==> config.mk <==
export PLATFORM = sky130hd
export DESIGN_NAME = ab_seq_ctrl
export DESIGN_NICKNAME = d
export VERILOG_FILES = /design/src/rtl/ab_seq_ctrl_pkg.sv /design/src/rtl/ab_seq_ctrl_seq_delay_cnt.sv /design/src/rtl/ab_seq_ctrl.sv
export SDC_FILE = /design/constraint.sdc
export NUM_CORES = 1
export LEC_CHECK = 0
export CORE_ASPECT_RATIO = 1.1
export CORE_MARGIN = 2
export CORE_UTILIZATION = 35
export CTS_CLUSTER_DIAMETER = 150
export CTS_CLUSTER_SIZE = 20
export DETAILED_ROUTE_END_ITERATION = 8
export GPL_TIMING_DRIVEN = 1
export PLACE_DENSITY_LB_ADDON = 0.15
export SYNTH_ARGS = -nofsm -noshare
export SYNTH_HDL_FRONTEND = slang
export SYNTH_SLANG_ARGS = --single-unit
==> constraint.sdc <==
create_clock -name clk -period 2.25 [get_ports clk]
set_input_delay 0.45 -clock clk [delete_from_list [all_inputs] [get_ports clk]]
set_output_delay 0.45 -clock clk [all_outputs]
set_load 0.02 [all_outputs]
==> src/rtl/ab_seq_ctrl_pkg.sv <==
// ab_seq_ctrl shared types.
// State codes are also used to decode state_o in debug views.
package ab_seq_ctrl_pkg;

   typedef enum logic [2:0] {
      S_IDLE   = 3'd0,
      S_WAIT_A = 3'd1,
      S_WAIT_B = 3'd2,
      S_WAIT_C = 3'd3,
      S_DONE   = 3'd4
   } state_e;

endpackage

==> src/rtl/ab_seq_ctrl_seq_delay_cnt.sv <==
// seq_delay_cnt: delay/timeout counter with sync clear,
// enable and terminal compare.
module seq_delay_cnt #(
   parameter int CNT_W = 8
) (
   input  logic             clk,
   input  logic             reset,
   input  logic             clr,
   input  logic             en,
   input  logic [CNT_W-1:0] term,
   output logic             hit
);

   localparam logic [CNT_W-1:0] ONE = CNT_W'(1);

   logic [CNT_W-1:0] cnt;

   always_ff @(posedge clk or negedge reset) begin
      if (!reset) begin
         cnt <= '0;
      end else if (clr) begin
         cnt <= '0;
      end else if (en) begin
         cnt <= cnt + ONE;
      end
   end

   assign hit = (cnt == term);

endmodule

==> src/rtl/ab_seq_ctrl.sv <==
// ab_seq_ctrl: drives detector a/b with programmed delays,
// then waits a bounded time for c and reports pass.
module ab_seq_ctrl
   import ab_seq_ctrl_pkg::*;
#(
   parameter int CNT_W   = 8,
   parameter int DLY_A   = 3,
   parameter int DLY_B   = 2,
   parameter int TIMEOUT = 8
) (
   input  logic       clk,
   input  logic       reset,
   input  logic       start,
   input  logic       abort,
   input  logic       c_in,
   output logic       a_out,
   output logic       b_out,
   output logic       busy,
   output logic       done,
   output logic       pass,
   output logic [2:0] state_o
);

   localparam logic [CNT_W-1:0] TERM_A = CNT_W'(DLY_A - 1);
   localparam logic [CNT_W-1:0] TERM_B = CNT_W'(DLY_B - 1);
   localparam logic [CNT_W-1:0] TERM_T = CNT_W'(TIMEOUT - 1);

   state_e           state, state_n;
   logic             a_n, b_n, pass_n;
   logic             cnt_clr, cnt_en, cnt_hit;
   logic [CNT_W-1:0] term;

   seq_delay_cnt #(.CNT_W(CNT_W)) u_cnt (
      .clk   (clk),
      .reset (reset),
      .clr   (cnt_clr),
      .en    (cnt_en),
      .term  (term),
      .hit   (cnt_hit)
   );

   always_ff @(posedge clk or negedge reset) begin
      if (!reset) begin
         state <= S_IDLE;
         a_out <= 1'b0;
         b_out <= 1'b0;
         pass  <= 1'b0;
      end else begin
         state <= state_n;
         a_out <= a_n;
         b_out <= b_n;
         pass  <= pass_n;
      end
   end

   always_comb begin
      state_n = state;
      a_n     = a_out;
      b_n     = b_out;
      pass_n  = pass;
      cnt_clr = 1'b0;
      cnt_en  = 1'b0;
      term    = TERM_A;
      case (state)
         S_IDLE: begin
            if (start && !abort) begin
               state_n = S_WAIT_A;
               cnt_clr = 1'b1;
               pass_n  = 1'b0;
            end
         end
         S_WAIT_A: begin
            term = TERM_A;
            if (cnt_hit) begin
               state_n = S_WAIT_B;
               a_n     = 1'b1;
               cnt_clr = 1'b1;
            end else begin
               cnt_en = 1'b1;
            end
         end
         S_WAIT_B: begin
            term = TERM_B;
            if (cnt_hit) begin
               state_n = S_WAIT_C;
               b_n     = 1'b1;
               cnt_clr = 1'b1;
            end else begin
               cnt_en = 1'b1;
            end
         end
         S_WAIT_C: begin
            term = TERM_T;
            if (c_in || cnt_hit) begin
               state_n = S_DONE;
               pass_n  = c_in;
            end else begin
               cnt_en = 1'b1;
            end
         end
         S_DONE: begin
            state_n = S_IDLE;
            a_n     = 1'b0;
            b_n     = 1'b0;
            cnt_clr = 1'b1;
         end
         default: begin
            state_n = S_IDLE;
            a_n     = 1'b0;
            b_n     = 1'b0;
            cnt_clr = 1'b1;
         end
      endcase
      // abort wins over hit/timeout but leaves the last result
      if (abort && state != S_IDLE) begin
         state_n = S_IDLE;
         a_n     = 1'b0;
         b_n     = 1'b0;
         pass_n  = pass;
         cnt_clr = 1'b1;
         cnt_en  = 1'b0;
      end
   end

   assign busy    = (state != S_IDLE);
   assign done    = (state == S_DONE);
   assign state_o = state;

endmodule
---- Yosys cells after proc, flatten, opt, wreduce, memory -nomap -nowiden ----
Cells that the tools add are included.
word-level totals
  register bits after elaboration ......... 14
  bits of input ports ..................... 5
  ROM bits ................................ 0
  latch bits .............................. 0
  memories kept ........................... 0
  memory bits (writable) .................. 0
  output and inout port bits .............. 8
cells by class
  add/sub/neg operators ................... 1
  divide/modulo/power cells ............... 0
  bitwise logic cells ..................... 1
  $lt $le $gt $ge ......................... 0
  reductions and logical operators ........ 15
  equal/unequal tests ..................... 13
  multiplexer cells ....................... 25
  $mul .................................... 0
  shift operators ......................... 0
operators with widths
  kind                                                                      number
  8-bit 2-to-1 mux                                                          2
  3-bit 2-to-1 mux                                                          5
  3-bit inequality test (second input constant)                             4
  3-bit one-hot mux with 4 select lines                                     1
  1-bit 2-to-1 mux                                                          11
  8-bit by 1-bit adder with 8-bit output (second input constant)            1
  8-bit by 3-bit equality test with 1-bit output                            1
  1-bit one-hot mux with 2 select lines                                     4
  4-bit AND reduction                                                       2
  3-bit by 2-bit equality test with 1-bit output (second input constant)    2
  3-bit one-hot mux with 2 select lines                                     1
  3-bit OR reduction                                                        2
  2-bit by 1-bit inequality test with 1-bit output (second input constant)  2
  2-bit inequality test (second input constant)                             2
  2-bit AND reduction                                                       2
  2-bit nonzero test                                                        2
  3-bit by 1-bit equality test with 1-bit output (second input constant)    1
  3-bit equality test (second input constant)                               1
  3-bit logical NOT                                                         1
  1-bit one-hot mux with 3 select lines                                     1
  3-bit nonzero test                                                        1
  1-bit logical AND                                                         2
  2-bit OR reduction                                                        1
  1-bit logical NOT                                                         1
  2 further kinds                                                           2

---- Longest topological paths before layout ----
Gate-level depths: netlist (run 1).
  word-level depth ........................ 9
  gate-level depth with buffers ........... 6
  gate-level depth less buffers ........... 5

---- Hierarchy ----
A second synthesis (run 1) with hierarchy kept.
unflattened totals
  cell total of the unflattened synthesis .. 97
  area total of the unflattened synthesis .. 945.9 sq um
modules (own cells, without submodules)
  module         area each (sq um)  cells an instance  sequential area each (sq um)  times used
  seq_delay_cnt  476.7              49                 200.2                         1
  ab_seq_ctrl    469.2              48                 150.1                         1

---- Worst setup path before layout (run 1) ----
Ideal clock, no wire load.
  path kind ............................... register to register
  from .................................... register state[1], in the netlist state_o[1]
  to ...................................... register state[1], in the netlist state_o[1]
  library setup time ...................... 81 ps
  slack ................................... 502 ps
  arrival time ............................ 1667 ps
  required time ........................... 2169 ps
  cell stages (with the launch flop) ...... 7
  cell sequence ........................... dfrtp_1 nor2b_2 or4b_4 a21oi_2 buf_6 nand3b_4 a31oi_2
on the way
  longest elaborated chain between the ends .. 6
  elaborated cells on any way between the ends .. 16
ends and longest elaborated chain
  item                                            line                             RTL
  start: declaration                              ab_seq_ctrl.sv:28                state_e state, state_n;
  start signal: assignment                        ab_seq_ctrl.sv:49                state <= state_n;
  3-bit by 2-bit equality test with 1-bit output  ab_seq_ctrl.sv:64                case (state)
  3-bit one-hot mux with 2 select lines           ab_seq_ctrl.sv:64
  8-bit by 3-bit equality test with 1-bit output  ab_seq_ctrl_seq_delay_cnt.sv:28  assign hit = (cnt == term);
  1-bit logical OR                                ab_seq_ctrl.sv:94                if (c_in || cnt_hit) begin
  3-bit inequality test (no line)                 n/a
  4-bit AND reduction (no line)                   n/a
Several ways; a longest one is shown, not always the timed one.
A chain may end at the register's enable or synchronous reset.

---- Final worst setup path (run 1) ----
  from .................................... register state[1], in the netlist state_o[1]
  to ...................................... output busy
on the way
  longest elaborated chain between the ends .. 1
ends and longest elaborated chain
  item                line                RTL
  3-bit nonzero test  ab_seq_ctrl.sv:125  assign busy = (state != S_IDLE);
  end: declaration    ab_seq_ctrl.sv:18   output logic busy,
No other way between the ends.

==> results.cfg, run 1 <==
[run_status]
outcome = complete, no violations

[pwr]
power_density_mw_per_mm2 = 773
power_leakage_nw = 0.497
ir_drop_mv = 0.393

[detailed_routing]
drc = 0
ant_nets = 0
drt-total-wl_mm = 2.01
vias_per_cell = 5.42
first_pass_iters = 4
wire_per_inst_um = 13.7
initialDrtViolationCount = 19
num_vias = 797

[grt]
grt_usage = 0.151
gr-total-overflow = 0
grt_pass1_wl_mm = 3.39
grt_pass1_vias = 724
grt_max_degree = 15
antenna_found_initial = 0

[logic_synthesis]
async_reset_ff_frac = 1.00
synthCells = 97
syn_area_um2 = 911
yosysWarnings = 0
yosysTopAreaCell = dfrtp_1
ys_top_cells_by_area = dfrtp_1 38%, xor2_1 4.8%, nor2_1 4.5%
ys_ff_latch = 14
avgSynthCellArea_um2 = 9.39
syn_nets = 103
synthTopCellsByCount = 14 x dfrtp_1, 11 x nor2_1, 7 x a21oi_1, 7 x o21ai_1, 6 x nand2_1
synth-main-ff-cell = dfrtp_1
synthMostInstantiatedCell = dfrtp_1
synth_top_area_frac = 0.385
ys_types = 39
ys_seq_area_frac = 0.385
synth_edf_count = 0

[cts]
root_buffer = clkbuf_4
clock_latency_ps = 270
h-tree-depth = 1
clock_path_buffers = 2
post_cts_buffers = 0
cts_sinks = 14
cts_buffers = 3
cts_tree = built
path_clk_slew_ps = 80
postCtsHoldBufs = 0

[worst_setup_path]
end_kind = output port
critPathMaxStageDelay_ps = 540
cp_slowest_cell = clkdlybuf4s50_1
required_ps = 1800
crit_path_start_kind = flip-flop
critical_path_class = reg2out
worst-path-buf-inv = 2
critPathTopFamily = buffers and inverters
critical_path.cell_chain = buf_4, or3_1, clkdlybuf4s50_1
arrival_ps = 1720
crit_fanout = 12

[sta]
skew_ps = 3.90
tns_ps = 0
finalSetupViolations = 0
fin_ws_ps = 77.3
hold_viol = 0
finalCritPeriodShare = 0.966
post-route-min-period_ps = 2170
hold_ws_ps = 510
worst_slew_pin_slew_ps = 636
rsz0062_at_grt = no
maxSlewHeadroom = 0.574
maxSlewViolCount = 0
clock.fmax_mhz = 460

[cells_and_area]
seqCellArea_um2 = 352
diodes = 0
area_growth_pct = 23.8
drive_gt1_frac = 0.198
fillerInstances = 258
multi_input_comb_area_um2 = 534
finish.net_count = 124

[floorplan]
fp-row-count = 19
die-area_mm2 = 0.00303
core_area_mm2 = 0.00250
die_y_um = 57.5
start_util = 0.365
die_w_um = 52.6
io_pins = 13

[place]
place_ws_ps = 218
hpwlAfterDp_mm = 1.52
port-buffer-count = 12
place.gp.congestion = 0.801

[job]
cap_violations = 0

[worst_hold_path]
min_path_type = reg2reg
-- worst paths after layout --
check                      cells after the start                    from                  endpoint  slack (ps)
max                                            3  state_o[1]$_DFFE_PN0P_                      busy          80
min reg2reg                                    2       a_out$_DFFE_PN0P_         a_out$_DFFE_PN0P_         510
max reg2reg                                    6  state_o[2]$_DFFE_PN0P_    state_o[1]$_DFFE_PN0P_         350
min                                            2       a_out$_DFFE_PN0P_         a_out$_DFFE_PN0P_         510
min in group asynchronous                      1                   reset  u_cnt.cnt[2]$_DFFE_PN0P_         560
max in group asynchronous                      1                   reset    state_o[0]$_DFFE_PN0P_        1240
-- sequential cells by signal, summed over array words and instances (netlist names) --
name       cells
pass           1
u_cnt.cnt      8
state_o        3
b_out          1
a_out          1
-- metrics by stage --
stage | total power [mW] | std cells | area, um^2 | utilization
after global placement | 0.735 | 144 | 1100 | 0.442
final | 0.871 | 147 | 1130 | 0.452
after global routing | 0.937 | 147 | 1130 | 0.452
after floorplan | 0.584 | 97 | 911 | -
after detailed placement | 0.739 | 144 | 1100 | 0.442
after CTS | 0.881 | 147 | 1130 | 0.451
-- worst min-delay path, delay by kind of cell (launching register included) --
kind,cells,cell delay (ps)
flip-flops,1,360
AO/OA/AOI/OAI,1,60
AND/OR/NAND/NOR,1,50
-- per-layer routing --
layer,global-route usage,part of all wire
met1,0.219,0.48
met2,0.216,0.47
met3,0.0236,0.040
met4,0.0769,0.0085
met5,0,0
-- power breakdown --
part	total, mW	switching [mW]	internal [mW]
clock	0.138	0.0765	0.0619
combinational	0.404	0.208	0.196
sequential	0.329	0.0391	0.290
total	0.871	0.324	0.547
-- layout make-up --
cell class | instances | share of cell area
tap | 31 | 0.0344
sequential | 14 | 0.312
timing repair buffer | 20 | 0.160
multi-input combinational | 79 | 0.474
clock buffer | 3 | 0.0200
-- cell usage in the layout, fill, tap and decap left out, types with 4 or more instances in the layout --
master	count
clkdlybuf4s50_1	12
and3_1	4
nor2_1	11
nand4_1	4
o21ai_1	7
dfrtp_1	13
nand2_1	6
xor2_1	5
a21oi_1	7
buf_4	8
-- kinds of logic (layout without fill, tap and decap cells) --
logic type / after synthesis / after routing / synth area share
AND/OR/NAND/NOR: 48 / 48 / 0.320
AO/OA/AOI/OAI: 24 / 24 / 0.194
flip-flops: 14 / 14 / 0.385
XOR/XNOR: 5 / 5 / 0.0481
buffers and inverters: 4 / 23 / 0.0288
adder cells (fa/ha/maj): 1 / 1 / 0.0137
multiplexers: 1 / 1 / 0.0110
-- repair_timing --
action                                 4_1_cts  5_1_grt
setup endpoints to repair                    0        1
resized for setup                            0        1
endpoints found under the hold margin        0        0
Power figures use the tool's default switching activity.
==> run 2, diff against run 1 <==
GPL_TIMING_DRIVEN = 0   (was 1)
==> run 2 against run 1 <==
- critical path depth unchanged
- sequential cell count unchanged
- clock-buffer cell count increased by 1
- sequential share of layout area increased by 0.42 points
- register-to-register slack improved by 50 ps
- clock power increased by 34%
- routed wire length increased by 6.1%
- setup slack improved by 54 ps
- maximum frequency increased by 2.5%
- global-route usage increased by 2.0 points
- sequential power increased by 5%
- critical path type unchanged
- critical endpoint unchanged
==> results.cfg, run 2 (synthesized netlist as in run 1, its figures left out) <==
[cells_and_area]
layout_commonest_cell = dfrtp_1
drive_gt1_frac = 0.168
layout_common_cells = 14 x dfrtp_1, 11 x nor2_1, 10 x clkdlybuf4s50_1
final_cell_area_mm2 = 0.00111
finish.net_count = 120
fillerInstances = 261
largest_reg_flops = 8
multi_input_comb_area_um2 = 539
regMostFlops = u_cnt.cnt
seqCellArea_um2 = 350
diodes = 0
area_growth_pct = 21.7

[sta]
maxSlewViolCount = 0
hold_viol = 0
finalSetupViolations = 0
maxSlewHeadroom = 0.547
clock.fmax_mhz = 472
post-route-min-period_ps = 2120
rsz0062_at_grt = no
tns_ps = 0
finalCritPeriodShare = 0.942
skew_ps = 5.43
worst_slew_pin_slew_ps = 677

[cts]
path_clk_slew_ps = 90
post_cts_buffers = 0
postCtsHoldBufs = 0
clock_path_buffers = 2
clock_latency_ps = 290
root_buffer = clkbuf_4
h-tree-depth = 1
cts_sinks = 14
cts_buffers = 3
cts_tree = built

[detailed_routing]
drt-total-wl_mm = 2.13
drc = 0
ant_nets = 0
initialDrtViolationCount = 27
num_vias = 802
wire_per_inst_um = 14.8
vias_per_cell = 5.57
first_pass_iters = 4

[floorplan]
core_area_mm2 = 0.00250
die_w_um = 52.6
io_pins = 13
die-area_mm2 = 0.00303
die_y_um = 57.5
start_util = 0.365
fp-row-count = 19

[worst_setup_path]
critical_path_class = reg2out
crit_fanout = 10
arrival_ps = 1670
crit_path_start_kind = flip-flop
end_kind = output port
required_ps = 1800

[place]
port-buffer-count = 12
place_area_mm2 = 0.00107
place.gp.congestion = 0.770
hpwlAfterDp_mm = 1.52

[worst_hold_path]
min_path_type = reg2reg

[pwr]
power_density_mw_per_mm2 = 805
p_total_uw = 892
power_leakage_nw = 0.495
ir_drop_mv = 0.553

[run_status]
outcome = complete, no violations

[grt]
grt_usage = 0.171
grt_pass1_vias = 825
grt_pass1_wl_mm = 3.87
grt_max_degree = 15
gr-total-overflow = 0
antenna_found_initial = 0

[job]
cap_violations = 0
==> run 2: cell types whose count changed in the layout (fill, tap and decap cells not counted) <==
cell             delta
buf_2               +2
dlygate4sd2_1       +2
dfrtp_1             +1
clkdlybuf4s50_1     -2
clkbuf_2            +1
buf_6               +1
nor2_2              -1
nor2_4              +1
dfrtp_2             -1
clkbuf_8            +1
buf_4               -8
==> run 2: worst max-delay path, stage by stage (launching register included) <==
cell           delay [ps]
dfrtp_1               470
buf_2                 230
or3_1                 370
dlygate4sd2_1         320
==> run 2: worst paths after layout <==
path / from / end / slack, ps / depth (start not counted)
worst min-delay path: a_out$_DFFE_PN0P_ / a_out$_DFFE_PN0P_ / 520 / 2
worst min register to register: a_out$_DFFE_PN0P_ / a_out$_DFFE_PN0P_ / 520 / 2
max in group asynchronous: reset / u_cnt.cnt[1]$_DFFE_PN0P_ / 1250 / 1
worst max-delay path: state_o[0]$_DFFE_PN0P_ / busy / 130 / 3
min in group asynchronous: reset / pass$_DFFE_PN0P_ / 570 / 1
worst max register to register: state_o[1]$_DFFE_PN0P_ / state_o[1]$_DFFE_PN0P_ / 400 / 6
==> run 2: per-layer routing <==
| metal | wire [um] | vias to the layer above | share of wire | track usage |
|---|---|---|---|---|
| met2 | 988 | 18 | 0.46 | 0.248 |
| met3 | 75 | 5 | 0.035 | 0.0236 |
| met4 | 45 | 0 | 0.021 | 0.0769 |
| met1 | 1020 | 386 | 0.48 | 0.250 |
| met5 | 0 | - | 0 | 0 |
| li1 | - | 393 | - | - |
==> run 2: timing repair <==
| action | CTS | global route |
|---|---|---|
| setup endpoints to repair | 2 | 0 |
| gates resized for setup | 3 | 0 |
| hold endpoints to repair | 0 | 0 |
==> run 2: power breakdown <==
part / switching [mW] / internal (mW) / leakage, nW / total, mW
clock: 0.0869 / 0.0985 / 0.0210 / 0.185
combinational: 0.194 / 0.167 / 0.288 / 0.361
sequential: 0.0565 / 0.289 / 0.187 / 0.345
total: 0.338 / 0.554 / 0.495 / 0.892
==> run 2: through the flow <==
| stage | worst slack [ps] | utilization | hold slack (ps) | std cells |
|---|---|---|---|---|
| 3_3_place_gp | 174 | 0.429 | 486 | 140 |
| 6_report | 131 | 0.444 | 516 | 144 |
| 3_5_place_dp | 175 | 0.429 | 499 | 140 |
| 4_1_cts | 125 | 0.444 | 519 | 144 |
| 5_1_grt | 54.0 | 0.444 | 541 | 144 |
| 2_1_floorplan | 502 | - | 154 | 97 |
==> run 2: area by class of cell <==
type | instances | share of cell area
plain buffers | 4 | 0.0237
multi-input cells | 79 | 0.486
clock buffers | 4 | 0.0327
flip-flops and latches | 14 | 0.316
well taps | 31 | 0.0350
repair buffers | 12 | 0.106
